[config.mk]
export PLATFORM = sky130hd
export DESIGN_NAME = program_counter
export DESIGN_NICKNAME = d
export VERILOG_FILES = /design/src/rtl/pc_pkg.sv /design/src/rtl/pc_next_sel.sv /design/src/rtl/program_counter.sv
export SDC_FILE = /design/constraint.sdc
export NUM_CORES = 1
export LEC_CHECK = 0
export ABC_CLOCK_PERIOD_IN_PS = 1900
export BUFFER_PORTS_ARGS = -buffer_cell sky130_fd_sc_hd__buf_2
export CORE_AREA = 4 4 69 71
export CTS_CLUSTER_DIAMETER = 80
export DETAILED_ROUTE_END_ITERATION = 8
export DIE_AREA = 0 0 73 75
export PLACE_DENSITY_LB_ADDON = 0.2
export SLEW_MARGIN = 10
export SYNTH_ARGS = -nofsm -noshare
export SYNTH_HDL_FRONTEND = slang
export SYNTH_SLANG_ARGS = --single-unit
[constraint.sdc]
create_clock -name clk -period 1.9 [get_ports clk]
set_input_delay 0.57 -clock clk [delete_from_list [all_inputs] [get_ports clk]]
set_output_delay 0.57 -clock clk [all_outputs]
set_load 0.01 [all_outputs]
[src/rtl/pc_pkg.sv]
// Shared types and constants for the fetch-stage program counter.
// Used by pc_next_sel and program_counter. The optional alignment check
// (macro PC_ALIGN_CHECK_EN) uses the pc_is_misaligned helper below.
package pc_pkg;

    // Default geometry of the RV32I instruction address.
    localparam int          PC_WIDTH        = 32;
    localparam logic [31:0] PC_RESET_VECTOR = 32'h0000_0000;
    localparam int          PC_INC_STEP     = 4;

    typedef logic [PC_WIDTH-1:0] pc_t;

    // Action taken by the PC register on the next rising edge.
    typedef enum logic [1:0] {
        PC_HOLD = 2'd0,
        PC_INC  = 2'd1,
        PC_LOAD = 2'd2
    } pc_sel_e;

    // Priority decode: a load always beats an increment in the same cycle.
    function automatic pc_sel_e pc_sel_decode(input logic load, input logic increment);
        pc_sel_e sel;
        if (load) begin
            sel = PC_LOAD;
        end else if (increment) begin
            sel = PC_INC;
        end else begin
            sel = PC_HOLD;
        end
        return sel;
    endfunction

    // RV32I instructions are word aligned; any nonzero low bit pair is off-word.
    function automatic logic pc_is_misaligned(input logic [1:0] low_bits);
        return (low_bits != 2'b00);
    endfunction

endpackage : pc_pkg

[src/rtl/pc_next_sel.sv]
// Combinational next-PC selection: decodes load/increment into a pc_sel_e
// and produces the candidate next PC. Contains no state; the parent owns
// the PC register.
module pc_next_sel
    import pc_pkg::*;
#(
    parameter int WIDTH    = PC_WIDTH,
    parameter int INC_STEP = PC_INC_STEP
) (
    input  logic             i_load,
    input  logic             i_increment,
    input  logic [WIDTH-1:0] i_pc_cur,
    input  logic [WIDTH-1:0] i_pc_target,
    output pc_sel_e          o_sel,
    output logic [WIDTH-1:0] o_pc_next
);

    // Step sized to the address width so the add wraps modulo 2^WIDTH.
    localparam logic [WIDTH-1:0] STEP = WIDTH'(INC_STEP);

    pc_sel_e w_sel;

    // Priority decode of the controls and the matching next-PC mux.
    always_comb begin
        w_sel     = pc_sel_decode(i_load, i_increment);
        o_pc_next = i_pc_cur;
        case (w_sel)
            PC_LOAD: o_pc_next = i_pc_target;
            PC_INC:  o_pc_next = i_pc_cur + STEP;
            default: o_pc_next = i_pc_cur;
        endcase
    end

    assign o_sel = w_sel;

endmodule : pc_next_sel

[src/rtl/program_counter.sv]
// Fetch-stage program counter for the RV32I core.
// Holds the current instruction address; each edge it holds, loads a
// branch/jump target or advances by one instruction. Output is purely
// registered. Optional macro PC_ALIGN_CHECK_EN adds a registered
// 'misaligned' flag reflecting the low two bits of the last loaded target.
module program_counter
    import pc_pkg::*;
#(
    parameter int               WIDTH        = PC_WIDTH,
    parameter logic [WIDTH-1:0] RESET_VECTOR = WIDTH'(PC_RESET_VECTOR),
    parameter int               INC_STEP     = PC_INC_STEP
) (
    input  logic             clk,
    input  logic             rst,
    input  logic             load,
    input  logic             increment,
    input  logic [WIDTH-1:0] instruction_in,
    output logic [WIDTH-1:0] instruction_out
`ifdef PC_ALIGN_CHECK_EN
    ,
    output logic             misaligned
`endif
);

    logic [WIDTH-1:0] r_pc;
    logic [WIDTH-1:0] w_pc_next;
    pc_sel_e          w_sel;

    pc_next_sel #(
        .WIDTH    (WIDTH),
        .INC_STEP (INC_STEP)
    ) u_next_sel (
        .i_load      (load),
        .i_increment (increment),
        .i_pc_cur    (r_pc),
        .i_pc_target (instruction_in),
        .o_sel       (w_sel),
        .o_pc_next   (w_pc_next)
    );

    // PC register: async reset to the vector, otherwise enabled whenever the
    // selector asks for a change (hold edges leave the flops untouched).
    always_ff @(posedge clk or posedge rst) begin
        if (rst) begin
            r_pc <= RESET_VECTOR;
        end else if (w_sel != PC_HOLD) begin
            r_pc <= w_pc_next;
        end
    end

    assign instruction_out = r_pc;

`ifdef PC_ALIGN_CHECK_EN
    logic r_misaligned;

    // Alignment flag: refreshed only on load edges, sticky across inc/hold.
    always_ff @(posedge clk or posedge rst) begin
        if (rst) begin
            r_misaligned <= 1'b0;
        end else if (w_sel == PC_LOAD) begin
            r_misaligned <= pc_is_misaligned(instruction_in[1:0]);
        end
    end

    assign misaligned = r_misaligned;
`endif

endmodule : program_counter

==> metrics.txt <==
Clock Path Buffers 2; Synth top cells by count 32 x dfrtp_1, 26 x nand2_1, 15 x or4_1, 13 x o21ai_0; r2r setup slk 110 ps; crit-path cells ha_2, and4_4, nand4_1, buf_4, or4_1, a31oi_1; CP max stage cell or4_1; Clk pwr share 0.316; largest net degree at the start of global routing 33; Clock Skew 6.043 ps; mux share of post-synthesis cell area 0.01818; routed len/inst 13.73 um; simple-gate portion of the synthesized area 0.2734; CTS tree yes; design area 2406 um^2; Max Cap Viol 0; Post-DP HPWL 3387 um; most numerous cell in the Yosys netlist dfrtp_1; Worst-Skew Late Latency 290 ps; Vert. Die Dim 75 um; Port Buffers 67; Pins Over Slew Limit 0; Peak VDD IR 330.4 uV; First-pass DRT Iterations 4; synth unique cells 26; leakage 1.078 nW; internal power 0.001221 W; first-pass GRT wire length 7279 um; ys async rst share 1.000; Syn. warnings 0; status completed; Reg2Reg Depth 6; CTS Hold Buffers Added 0; Synth-to-Final Area Change 34.48%; Slowest Stage Delay on Critical Path 490 ps; Reg power frac 0.469; CTS buffer count 5; #FFs+latches synth 32; type of origin of the critical path register; worst r2r src instruction_out[3]$_DFFE_PP0P_; xor and xnor area share after synthesis 0.05874; vias in the first global route 1580; Final period util 0.9415; Post-Syn Area per Cell 8.991 um^2; Cell Rows 24; ANT cells 0; fmax 559.0 MHz; CP arrival 2000 ps; Synth Flop Type dfrtp_1; largest family of logic cells by synthesized area simple AND/OR/NAND/NOR gates; minimum clock period 1789 ps; max reg flops 32; number of failing hold endpoints at the final stage 0; initial antenna violation count 0; Boundary Pins 68; RePlAce Congestion 0.7854; NetSw 0.0005058 W; die area 5475 um^2; setup violators final 0; Post-Syn Nets 236; vias 1805; Finished Core Util 0.5683; htree depth 2; share of layout cells above drive strength 1 0.3592; post-synthesis compound-gate area fraction 0.1559; Placed Area 2295 um^2; clock sinks 32; combinational power share 0.215; drc violations 0; initial core utilization 0.4226; switching share of power 0.2930; final WL 4614 um; Die W 73 um; Antenna Nets Post-Route 0; Post-Synth Adder-Cell Area 0.006993; cell taking the most area after synthesis dfrtp_1; Tot GR Track Use 0.1729; clk slew on worst S/H paths 60 ps; sequential area share after synthesis 0.4476; clk root buf clkbuf_8; Detailed Route Iter0 Violations 129; synth top area cells dfrtp_1 45%, or4_1 6.3%, nand2_1 5.5%; gr ovfl total 0; Rel. slew slack 0.7187; post-synth top area share 0.4476; RSZ-0062 raised after global routing no; Hold WC Path Type primary input to async pin; post-layout net count 320; Core ar. 4234 um^2; Worst R2R End instruction_out[24]$_DFFE_PP0P_; Post-synth EDFFs 0; Post-Syn Instances 199; Worst-Margin Slew 422.0 ps; Worst Path Max Fanout 10; crit end category register; critical setup path kind register to register; Req. time, crit path 2110 ps; Synth Cell Area 1789 um^2; Vias/cell 5.372; Pwr Density 717.5 nW/um^2
[worst max path at each step]
| stage | startpoint | end | slack, ps | cells past startpoint |
|---|---|---|---|---|
| floorplan | instruction_out[2]$_DFFE_PP0P_ | instruction_out[18]$_DFFE_PP0P_ | 30 | 7 |
| global placement | increment | instruction_out[24]$_DFFE_PP0P_ | 0.3 | 6 |
| detailed placement | increment | instruction_out[24]$_DFFE_PP0P_ | -20 | 6 |
| CTS | instruction_out[3]$_DFFE_PP0P_ | instruction_out[24]$_DFFE_PP0P_ | 70 | 6 |
| global route | instruction_out[3]$_DFFE_PP0P_ | instruction_out[30]$_DFFE_PP0P_ | 7 | 6 |
| finish | instruction_out[3]$_DFFE_PP0P_ | instruction_out[24]$_DFFE_PP0P_ | 110 | 6 |
[critical path, delay by kind of cell, from the launching register on]
kind	cells	cell delay (ps)
adder cells (fa/ha/maj)	1	190
buffers and inverters	1	180
AO/OA/AOI/OAI	1	170
AND/OR/NAND/NOR	3	790
flip-flops	1	370
[layout make-up]
cell class | instances | area, um^2
flip-flops and latches | 32 | 800.8
repair buffers | 90 | 508.0
fillers | 413 | 1828
inverters | 4 | 15.01
well taps | 52 | 65.06
multi-input cells | 150 | 927.1
clock buffers | 8 | 90.09
[power groups by stage]
| stage | clock (W) | combinational [W] | sequential (W) |
|---|---|---|---|
| floorplan | 0 | 0.000148 | 0.000856 |
| global placement | 0 | 0.000362 | 0.000820 |
| detailed placement | 0 | 0.000365 | 0.000822 |
| CTS | 0.000559 | 0.000367 | 0.000810 |
| global route | 0.000582 | 0.000419 | 0.000820 |
| finish | 0.000545 | 0.000371 | 0.000810 |
[stage by stage]
stage	total power, W	TNS [ps]	hold WS (ps)	setup slack (ps)	instances
CTS	0.001736	0	379.1	66.11	334
global placement	0.001181	0	488.4	0.2860	326
global route	0.001821	0	419.9	6.994	336
detailed placement	0.001188	-56.26	489.9	-23.49	326
finish	0.001726	0	365.6	111.1	336
floorplan	0.001004	0	551.2	28.40	199
[what timing repair did]
| item | CTS | global route |
|---|---|---|
| resized for setup | 0 | 3 |
| setup endpoints to repair | 0 | 6 |
| setup buffers | 0 | 2 |
[layout by cell type (no fill, tap or decap), types with 3 or more instances in the layout]
cell type   n
xnor2_1     4
a31oi_1    11
o211ai_1    5
dfrtp_1    32
and3_1      5
nor2_1     12
o21ai_0    13
and2_1      3
nand4_1    12
or4_1      15
xor2_1      8
buf_2      67
clkbuf_8    6
inv_1       3
o31ai_1    12
nand2_1    25
buf_4      23
nand3_1    11
[logic make-up after synthesis]
group | Yosys count
fa+ha+maj | 1
simple gates | 91
flops | 32
xor+xnor | 12
buf+inv | 17
compound gates | 43
mux | 3
[routing by layer]
metal  vias up  GRT usage  routed length [um]
met5         -          0                   0
met4         0    0.07377                  68
met3         6    0.03338                 381
met2        66     0.2790                2107
met1       821     0.2270                2056
li1        912          -                   -
Note: power is estimated with default switching activity, not from simulation.
